<file path="src/rtl/cpu_mon_pkg.sv">
// Shared types and helpers for the CPU performance/trace monitor.
// Default trace record widths match a 64-bit core with 32-bit counters.
package cpu_mon_pkg;

  localparam int XLEN_DEF  = 64;
  localparam int CNT_W_DEF = 32;
  localparam int SAT_MAX_W = 64;

  typedef enum logic [1:0] {
    ST_IDLE,
    ST_RUN,
    ST_DRAIN,
    ST_DONE
  } mon_state_t;

  typedef struct packed {
    logic [XLEN_DEF-1:0]  pc;
    logic [31:0]          insn;
    logic [CNT_W_DEF-1:0] cycle;
  } trace_rec_t;

  // Width-generic saturating increment: callers zero-extend into SAT_MAX_W bits
  // and truncate the result back to their own counter width.
  function automatic logic [SAT_MAX_W-1:0] sat_inc(
    input logic [SAT_MAX_W-1:0] val,
    input logic                 en,
    input int unsigned          width
  );
    logic [SAT_MAX_W-1:0] max_val;
    if (width >= SAT_MAX_W) begin
      max_val = '1;
    end else begin
      max_val = (SAT_MAX_W'(1) << width) - SAT_MAX_W'(1);
    end
    if (en && (val != max_val)) begin
      return val + SAT_MAX_W'(1);
    end
    return val;
  endfunction

endpackage

</file>
<file path="src/rtl/trace_fifo.sv">
// Synchronous trace FIFO with a registered head record; one push and one pop
// per cycle, including push-while-full when the same cycle pops.
module trace_fifo
  import cpu_mon_pkg::*;
#(
  parameter type rec_t = trace_rec_t,
  parameter int  DEPTH = 16
) (
  input  logic clk,
  input  logic reset,
  input  logic push,
  input  rec_t push_rec,
  input  logic pop,
  output logic head_valid,
  output rec_t head_rec,
  output logic full
);

  localparam int AW = $clog2(DEPTH);

  rec_t           mem [DEPTH];
  logic [AW:0]    wr_ptr_reg;
  logic [AW:0]    rd_ptr_reg;
  logic [AW:0]    wr_ptr_next;
  logic [AW:0]    rd_ptr_next;
  logic           head_valid_reg;
  rec_t           head_rec_reg;
  logic           pop_ok;
  logic           push_ok;
  logic           bypass;

  assign full = (wr_ptr_reg[AW] != rd_ptr_reg[AW]) &&
                (wr_ptr_reg[AW-1:0] == rd_ptr_reg[AW-1:0]);

  assign pop_ok      = pop && head_valid_reg;
  assign push_ok     = push && (!full || pop_ok);
  assign wr_ptr_next = wr_ptr_reg + (AW+1)'(push_ok);
  assign rd_ptr_next = rd_ptr_reg + (AW+1)'(pop_ok);

  // The incoming record becomes the head when it lands in the slot the read
  // pointer will point at, i.e. the FIFO is (or is about to be) empty.
  assign bypass = push_ok && (wr_ptr_reg[AW-1:0] == rd_ptr_next[AW-1:0]);

  always_ff @(posedge clk) begin
    if (push_ok) begin
      mem[wr_ptr_reg[AW-1:0]] <= push_rec;
    end
  end

  always_ff @(posedge clk or negedge reset) begin
    if (!reset) begin
      wr_ptr_reg     <= '0;
      rd_ptr_reg     <= '0;
      head_valid_reg <= 1'b0;
      head_rec_reg   <= '0;
    end else begin
      wr_ptr_reg     <= wr_ptr_next;
      rd_ptr_reg     <= rd_ptr_next;
      head_valid_reg <= (wr_ptr_next != rd_ptr_next);
      if (bypass) begin
        head_rec_reg <= push_rec;
      end else if (pop_ok) begin
        head_rec_reg <= mem[rd_ptr_next[AW-1:0]];
      end
    end
  end

  assign head_valid = head_valid_reg;
  assign head_rec   = head_rec_reg;

endmodule

</file>
<file path="src/rtl/cpu_perf_monitor.sv">
// Retire-stage performance monitor: run/drain/done sequencing, saturating
// cycle/retire/event/drop counters and a per-instruction trace FIFO.
module cpu_perf_monitor
  import cpu_mon_pkg::*;
#(
  parameter int XLEN         = 64,
  parameter int CNT_W        = 32,
  parameter int NUM_EVT      = 4,
  parameter int TRACE_DEPTH  = 16,
  parameter int DRAIN_CYCLES = 5
) (
  input  logic                     clk,
  input  logic                     reset,
  input  logic                     start,
  input  logic                     end_program,
  input  logic                     retire_valid,
  input  logic [XLEN-1:0]          retire_pc,
  input  logic [31:0]              retire_insn,
  input  logic [NUM_EVT-1:0]       evt_in,
  output logic                     trace_valid,
  input  logic                     trace_ready,
  output logic [XLEN-1:0]          trace_pc,
  output logic [31:0]              trace_insn,
  output logic [CNT_W-1:0]         trace_cycle,
  output logic [CNT_W-1:0]         cycle_count,
  output logic [CNT_W-1:0]         retired_count,
  output logic [NUM_EVT*CNT_W-1:0] evt_count,
  output logic [CNT_W-1:0]         drop_count,
  output logic                     busy,
  output logic                     done
);

  typedef struct packed {
    logic [XLEN-1:0]  pc;
    logic [31:0]      insn;
    logic [CNT_W-1:0] cycle;
  } rec_t;

  localparam int DW = $clog2(DRAIN_CYCLES + 1);

  function automatic logic [CNT_W-1:0] bump(input logic [CNT_W-1:0] v, input logic en);
    return CNT_W'(sat_inc(SAT_MAX_W'(v), en, CNT_W));
  endfunction

  mon_state_t       state_reg;
  logic [DW-1:0]    drain_cnt_reg;
  logic             busy_reg;
  logic             done_reg;
  logic [CNT_W-1:0] cycle_reg;
  logic [CNT_W-1:0] retired_reg;
  logic [CNT_W-1:0] drop_reg;

  logic             active;
  logic             restart;
  logic             push;
  logic             pop;
  logic             fifo_full;
  logic             drop;
  rec_t             push_rec;
  rec_t             head_rec;

  assign active  = (state_reg == ST_RUN) || (state_reg == ST_DRAIN);
  assign restart = start && ((state_reg == ST_IDLE) || (state_reg == ST_DONE));
  assign push    = retire_valid && active;
  assign pop     = trace_valid && trace_ready;
  assign drop    = push && fifo_full && !pop;

  assign push_rec = '{pc: retire_pc, insn: retire_insn, cycle: cycle_reg};

  always_ff @(posedge clk or negedge reset) begin
    if (!reset) begin
      state_reg     <= ST_IDLE;
      drain_cnt_reg <= '0;
      busy_reg      <= 1'b0;
      done_reg      <= 1'b0;
    end else begin
      case (state_reg)
        ST_IDLE: begin
          if (start) begin
            state_reg <= ST_RUN;
            busy_reg  <= 1'b1;
          end
        end
        ST_RUN: begin
          if (end_program) begin
            state_reg     <= ST_DRAIN;
            drain_cnt_reg <= '0;
          end
        end
        ST_DRAIN: begin
          drain_cnt_reg <= drain_cnt_reg + DW'(1);
          if (drain_cnt_reg == DW'(DRAIN_CYCLES - 1)) begin
            state_reg <= ST_DONE;
            busy_reg  <= 1'b0;
            done_reg  <= 1'b1;
          end
        end
        ST_DONE: begin
          if (start) begin
            state_reg <= ST_RUN;
            busy_reg  <= 1'b1;
            done_reg  <= 1'b0;
          end
        end
        default: begin
          state_reg <= ST_IDLE;
          busy_reg  <= 1'b0;
          done_reg  <= 1'b0;
        end
      endcase
    end
  end

  // Drops only occur on active-cycle pushes, so gating by active is exact.
  always_ff @(posedge clk or negedge reset) begin
    if (!reset) begin
      cycle_reg   <= '0;
      retired_reg <= '0;
      drop_reg    <= '0;
    end else if (restart) begin
      cycle_reg   <= '0;
      retired_reg <= '0;
      drop_reg    <= '0;
    end else if (active) begin
      cycle_reg   <= bump(cycle_reg, 1'b1);
      retired_reg <= bump(retired_reg, retire_valid);
      drop_reg    <= bump(drop_reg, drop);
    end
  end

  generate
    for (genvar gi = 0; gi < NUM_EVT; gi++) begin : g_evt
      logic [CNT_W-1:0] cnt_reg;
      always_ff @(posedge clk or negedge reset) begin
        if (!reset) begin
          cnt_reg <= '0;
        end else if (restart) begin
          cnt_reg <= '0;
        end else if (active) begin
          cnt_reg <= bump(cnt_reg, evt_in[gi]);
        end
      end
      assign evt_count[gi*CNT_W +: CNT_W] = cnt_reg;
    end
  endgenerate

  trace_fifo #(
    .rec_t (rec_t),
    .DEPTH (TRACE_DEPTH)
  ) u_trace_fifo (
    .clk        (clk),
    .reset      (reset),
    .push       (push),
    .push_rec   (push_rec),
    .pop        (pop),
    .head_valid (trace_valid),
    .head_rec   (head_rec),
    .full       (fifo_full)
  );

  assign trace_pc      = head_rec.pc;
  assign trace_insn    = head_rec.insn;
  assign trace_cycle   = head_rec.cycle;
  assign cycle_count   = cycle_reg;
  assign retired_count = retired_reg;
  assign drop_count    = drop_reg;
  assign busy          = busy_reg;
  assign done          = done_reg;

endmodule

</file>
<file path="config.mk">
export PLATFORM = sky130hd
export DESIGN_NAME = cpu_perf_monitor
export DESIGN_NICKNAME = d
export VERILOG_FILES = /design/src/rtl/cpu_mon_pkg.sv /design/src/rtl/trace_fifo.sv /design/src/rtl/cpu_perf_monitor.sv
export SDC_FILE = /design/constraint.sdc
export NUM_CORES = 2
export LEC_CHECK = 0
export CORE_MARGIN = 2
export CORE_UTILIZATION = 49
export CTS_BUF_LIST = sky130_fd_sc_hd__clkbuf_16
export CTS_CLUSTER_DIAMETER = 50
export CTS_CLUSTER_SIZE = 14
export DETAILED_ROUTE_END_ITERATION = 10
export PLACE_DENSITY = 0.64
export SLEW_MARGIN = 20
export SYNTH_ARGS = -nofsm -noshare
export SYNTH_HDL_FRONTEND = slang
export SYNTH_HIERARCHICAL = 1
export SYNTH_SLANG_ARGS = --single-unit
</file>
<file path="constraint.sdc">
create_clock -name clk -period 17 [get_ports clk]
set_input_delay 3.4 -clock clk [delete_from_list [all_inputs] [get_ports clk]]
set_output_delay 3.4 -clock clk [all_outputs]
set_load 0.1 [all_outputs]
</file>
# After elaboration in Yosys (flattened, before gate mapping)
# Memory sizes are Yosys's and may differ from the RTL's. A register that Yosys moved wholly into a read port is not among the register bits.
# Index checks and enable logic that the tools add are counted.
[classes]
n_addsub = 10
n_mul = 0
n_div = 0
magnitude_cmp = 0
eq_ne = 19
shifts = 0
muxes = 65
bitwise_logic = 0
n_reduce_logical = 46
[op_table]
columns = ["cell", "n"]
rows = [
  ["two-way mux 32 bit", 28],
  ["!= test 32 x 64 -> 1 bit", 7],
  ["adder 32 x 1 -> 32 bit, second input constant", 7],
  ["two-way mux 64 bit", 2],
  ["two-way mux 1 bit", 27],
  ["nonzero test 2 bit", 12],
  ["AND reduction 2 bit", 8],
  ["logical AND 1 bit", 15],
  ["adder 5 x 1 -> 5 bit", 2],
  ["AND reduction 3 bit", 3],
  ["== test 4 bit", 2],
  ["two-way mux 2 bit", 3],
  ["case mux 2 bit (3 select lines)", 1],
  ["case mux 3 bit (2 select lines)", 1],
  ["!= test 5 bit", 1],
  ["== test 2 bit, second input constant", 2],
  ["!= test 2 x 1 -> 1 bit, second input constant", 2],
  ["!= test 2 bit, second input constant", 2],
  ["case mux 1 bit (2 select lines)", 2],
  ["adder 3 x 1 -> 3 bit, second input constant", 1],
  ["== test 3 bit, second input constant", 1],
  ["zero test 1 bit", 3],
  ["logical OR 1 bit", 3],
  ["two-way mux 3 bit", 1],
  ["4 further kinds", 4],
]
[totals]
ff_bits = 242
latch_bits = 0
mem_bits_rw = 2048
mem_bits_ro = 0
in_bits = 106
out_inout_bits = 355
wordCells = 155
mem_count = 1
[mem_list]
columns = ["name", "depth", "word_bits", "read_ports", "rd_clocked_by_memory_dff", "wr", "line_no", "text"]
rows = [
  ["u_trace_fifo.mem", 16, 128, 1, 1, 1, "trace_fifo.sv:21", "rec_t mem [DEPTH];"],
]

# Depth between registers and ports, before layout
[depth]
word_depth = 12
depth_mapped = 14
mapped_depth_nobuf = 12

# Cells and area by module
# The synthesis kept the hierarchy.
[modules_own_cells]
columns = ["mod", "n_inst", "cells_per_inst", "area_each_um2", "seq_area_each_um2"]
rows = [
  ["trace_fifo", 1, 3621, 83363.7, 64977.3],
  ["cpu_perf_monitor", 1, 1414, 12957.4, 5780.5],
]

# Least setup slack after synthesis
# Ideal clock, no wire load.
[synth_path]
kind = "input port to flip-flop"
start = "in trace_ready"
end = "mem u_trace_fifo/mem[12][0] (netlist name) (enable)"
setup_time_ps = 929
t_arrival_ps = 16085
t_required_ps = 16071
slack_ps = -13
stages = 7
n_path_buf = 0
cell_sequence = "nand2_1 inv_1 nand2_1 nand3_1 o21a_1 inv_1 nor4_1"
[synth_via]
elab_chain_len = 6
[synth_rtl]
columns = ["element", "line_no", "text"]
rows = [
  ["from (decl)", "cpu_perf_monitor.sv:21", "input logic trace_ready,"],
  ["logical AND 1 bit", "cpu_perf_monitor.sv:65", "assign pop = trace_valid && trace_ready;"],
  ["net pop", "cpu_perf_monitor.sv:56", "logic pop;"],
  ["logical AND 1 bit", "trace_fifo.sv:35", "assign pop_ok = pop && head_valid_reg;"],
  ["logical OR 1 bit", "trace_fifo.sv:36", "assign push_ok = push && (!full || pop_ok);"],
  ["logical AND 1 bit", "trace_fifo.sv:36", ""],
  ["two-way mux 1 bit", "trace_fifo.sv:45", "if (push_ok) begin"],
  ["two-way mux 1 bit (implied by the code)", "trace_fifo.sv:46", "mem[wr_ptr_reg[AW-1:0]] <= push_rec;"],
  ["to (decl)", "trace_fifo.sv:21", ""],
]
# The timed path passes the listed nets, and every way through them passes these cells.

# Worst setup path in the final report
[layout_path]
start = "in trace_ready"
end = "reg u_trace_fifo.head_rec_reg, in the netlist u_trace_fifo/head_rec[56]"
[layout_via]
elab_chain_len = 6
elab_cells_between_ends = 8
cone_classes = "1 x add/sub; 1 x eq/ne; 6 x reduce/logical"
[layout_rtl]
columns = ["element", "line_no", "text"]
rows = [
  ["logical AND 1 bit *", "cpu_perf_monitor.sv:65", ""],
  ["net pop", "cpu_perf_monitor.sv:56", ""],
  ["logical AND 1 bit *", "trace_fifo.sv:35", ""],
  ["adder 5 x 1 -> 5 bit *", "trace_fifo.sv:38", "assign rd_ptr_next = rd_ptr_reg + (AW+1)'(pop_ok);"],
  ["net u_trace_fifo.rd_ptr_next[0]", "trace_fifo.sv:25", "logic [AW:0] rd_ptr_next;"],
  ["== test 4 bit", "trace_fifo.sv:42", "assign bypass = push_ok && (wr_ptr_reg[AW-1:0] == rd_ptr_next[AW-1:0]);"],
  ["logical AND 1 bit", "trace_fifo.sv:42", ""],
  ["nonzero test 2 bit (no source line)", "n/a", ""],
  ["to (signal assigned)", "trace_fifo.sv:61", "head_rec_reg <= push_rec;"],
  ["to (signal assigned)", "trace_fifo.sv:63", "head_rec_reg <= mem[rd_ptr_next[AW-1:0]];"],
  ["to (decl)", "trace_fifo.sv:27", "rec_t head_rec_reg;"],
]
# Mark *: on every way through the listed nets, which the timed path passes. The rest lies on a longest branch.
# A chain may end at the register's enable or synchronous reset.

==> results.ini <==
[setup_path]
crit_path_end_kind = flop
cp_data_arrival_time_ns = 10.21
path_max_fanout = 55
crit_start = trace_ready
startpoint_type = primary input
regToRegStartpoint = u_trace_fifo/head_valid
required_ns = 17.69
ff2ff_path_depth = 12
crit_type = in2reg

[run_status]
outcome = complete, no violations

[routing]
antenna_left = 0
drt_iter0_markers = 5580
wl_per_cell_um = 28.83
avgViaCountPerCell = 6.173
drc = 0
first_pass_iters = 7
vias = 51700
wirelength_mm = 241.4

[timing]
tightest_slew_ns = 1.203
finalCriticalPeriod_ns = 9.516
slew_violations = 0
skew_ns = 0.03651
min_period_over_period_pct = 55.97
finalHoldViolations = 0
setup_slack_ns = 7.484
max_freq_mhz = 105.1
rsz0062_at_grt = no
setup_viol = 0
maxSlewHeadroom_pct = 19.57
totalNegativeSetupSlack_ns = 0

[place]
dpl.hpwl_mm = 127.3
gp_congestion = 0.8137
pre_cts_ws_ns = 6.446
io_buffers = 460

[global_route]
antenna_found_initial = 21
grt_pass1_vias = 51870
track_usage_pct = 23.99
grt_max_degree = 163
overflow = 0
grt_first_pass_wirelength_mm = 351.4

[min_path]
hold_path_class = reg2reg
hold_depth = 1
min_from = g_evt[2].cnt_reg[5]

[yosys]
syn_nets = 5158
ys_types = 75
synth_common_cells = 2,048 x edfxtp_1, 512 x mux4_2, 370 x dfrtp_1
async_flop_share_pct = 15.30
synth_seq_cells = 2418
synth_top_area_share_pct = 63.85
synth_area_um2 = 96320
synthMostInstantiatedCell = edfxtp_1
ys_seq_area_share_pct = 73.46
synth.largest_area_cell = edfxtp_1
avgSynthCellArea_um2 = 19.13
netlist_instances = 5035
synth_edf_count = 2048
ys_warn_count = 6
ys.flop_type = edfxtp_1
yosys-top-cells-area = edfxtp_1 64%, mux4_2 12%, dfrtp_1 9.6%, mux2_2 2.1%, a222oi_1 1.3%

[cells_and_area]
multi_input_area_um2 = 24240
nNetsFinal = 5669
seq_area_um2 = 70760
largest_reg_flops = 2048
area_growth_pct = 15.59
fillers = 14530
drive_gt1_share_pct = 20.80

[clock_network]
ctsResizeCount = 0
clk_latency_ns = 0.87
clock-sinks = 2418
ctsHtreeMaxLevel = 4
cts_hold_buf = 0
cts_buffers = 228
clockBufferDepth = 3
root_buffer = clkbuf_16
post-cts-setup-buffers = 0
path_clk_slew_ns = 0.06
cts_tree = yes

[floorplan]
io_pins = 461
dieArea_um2 = 200100
core_area_um2 = 195200
start_util_pct = 49.35
die_height_um = 447.4
die_w_um = 447.4
rows = 162

[power]
power_density_nw_per_um2 = 175.5
peakVddDrop_v = 0.0002299
leakage_nw = 36.52

[run]
cap_violations = 0

power breakdown:
part / total [W] / leakage, nW / switching (W) / internal [W]
clock: 0.00501 / 3.87 / 0.00226 / 0.00275
combinational: 0.00718 / 9.35 / 0.00427 / 0.00290
sequential: 0.00736 / 23.3 / 0.000306 / 0.00705
total: 0.0195 / 36.5 / 0.00683 / 0.0127
cell usage in the layout, fill, tap and decap left out, types with 86 or more instances in the layout:
cell type,instances
mux2_2,177
nand4_1,86
buf_4,113
dfrtp_1,370
clkdlybuf4s50_1,443
a21oi_1,217
clkbuf_16,229
nor2_1,208
edfxtp_1,2048
nand2_1,146
inv_1,107
a222oi_1,128
mux4_2,512
cell families after synthesis:
family | count (synthesis) | synth area share, %
AO/OA/AOI/OAI | 586 | 4.259
XOR/XNOR | 78 | 0.7326
adder cells (fa/ha/maj) | 17 | 0.2208
buffers and inverters | 317 | 1.593
flip-flops | 2418 | 73.46
multiplexers | 800 | 15.30
AND/OR/NAND/NOR | 819 | 4.437
per-stage QoR:
step | hold WS, ns | util (%) | total power [W] | cell area, um^2 | cells
after floorplan | 0.5012 | - | 0.01297 | 96330 | 5035
after global placement | 0.4969 | 53.18 | 0.01465 | 103800 | 7936
after CTS | 0.5039 | 57.03 | 0.01974 | 111300 | 8365
after global routing | 0.5299 | 57.04 | 0.02034 | 111300 | 8372
after detailed placement | 0.4893 | 53.23 | 0.01473 | 103900 | 7940
final | 0.5030 | 57.04 | 0.01954 | 111300 | 8375
worst paths after layout:
path,to,slack [ns]
max in group asynchronous,u_trace_fifo/head_rec[35],12.22
hold / removal,g_evt[2].cnt_reg[5],0.50
setup / recovery,u_trace_fifo/head_rec[56],7.48
setup reg to reg,u_trace_fifo/head_rec[56],9.87
hold reg to reg,g_evt[2].cnt_reg[5],0.50
min in group asynchronous,u_trace_fifo/head_rec[78],2.58
final cells by class:
class                   count  share of cell area (%)
well taps                2624                   2.949
repair buffers            570                   4.951
flip-flops and latches   2418                   63.55
diodes                     10                 0.02248
clock buffers             229                   5.147
multi-input cells        2300                   21.77
clock inverters           196                   1.513
inverters                  28                 0.09440
per-layer routing:
metal / part of all wire, % / global-route usage [%] / wire [um] / vias up
li1: - / - / - / 21910
met1: 41 / 33.25 / 98630 / 27600
met2: 49 / 39.09 / 119000 / 1789
met3: 6.6 / 3.927 / 15900 / 394
met4: 3.2 / 7.910 / 7842 / 10
met5: 0.030 / 0 / 72 / -
worst max-delay path, cell delays in order:
cell and delay, ns:
clkdlybuf4s50_1 0.40, nand2_1 0.31, inv_1 0.14, nand2_4 0.89, inv_1 0.23, ha_4 0.92
buf_4 0.74, buf_4 0.77, buf_4 0.86, mux4_2 0.61, mux2_2 0.28, a222oi_1 0.33
a21oi_1 0.11
Power figures use the tool's default switching activity.
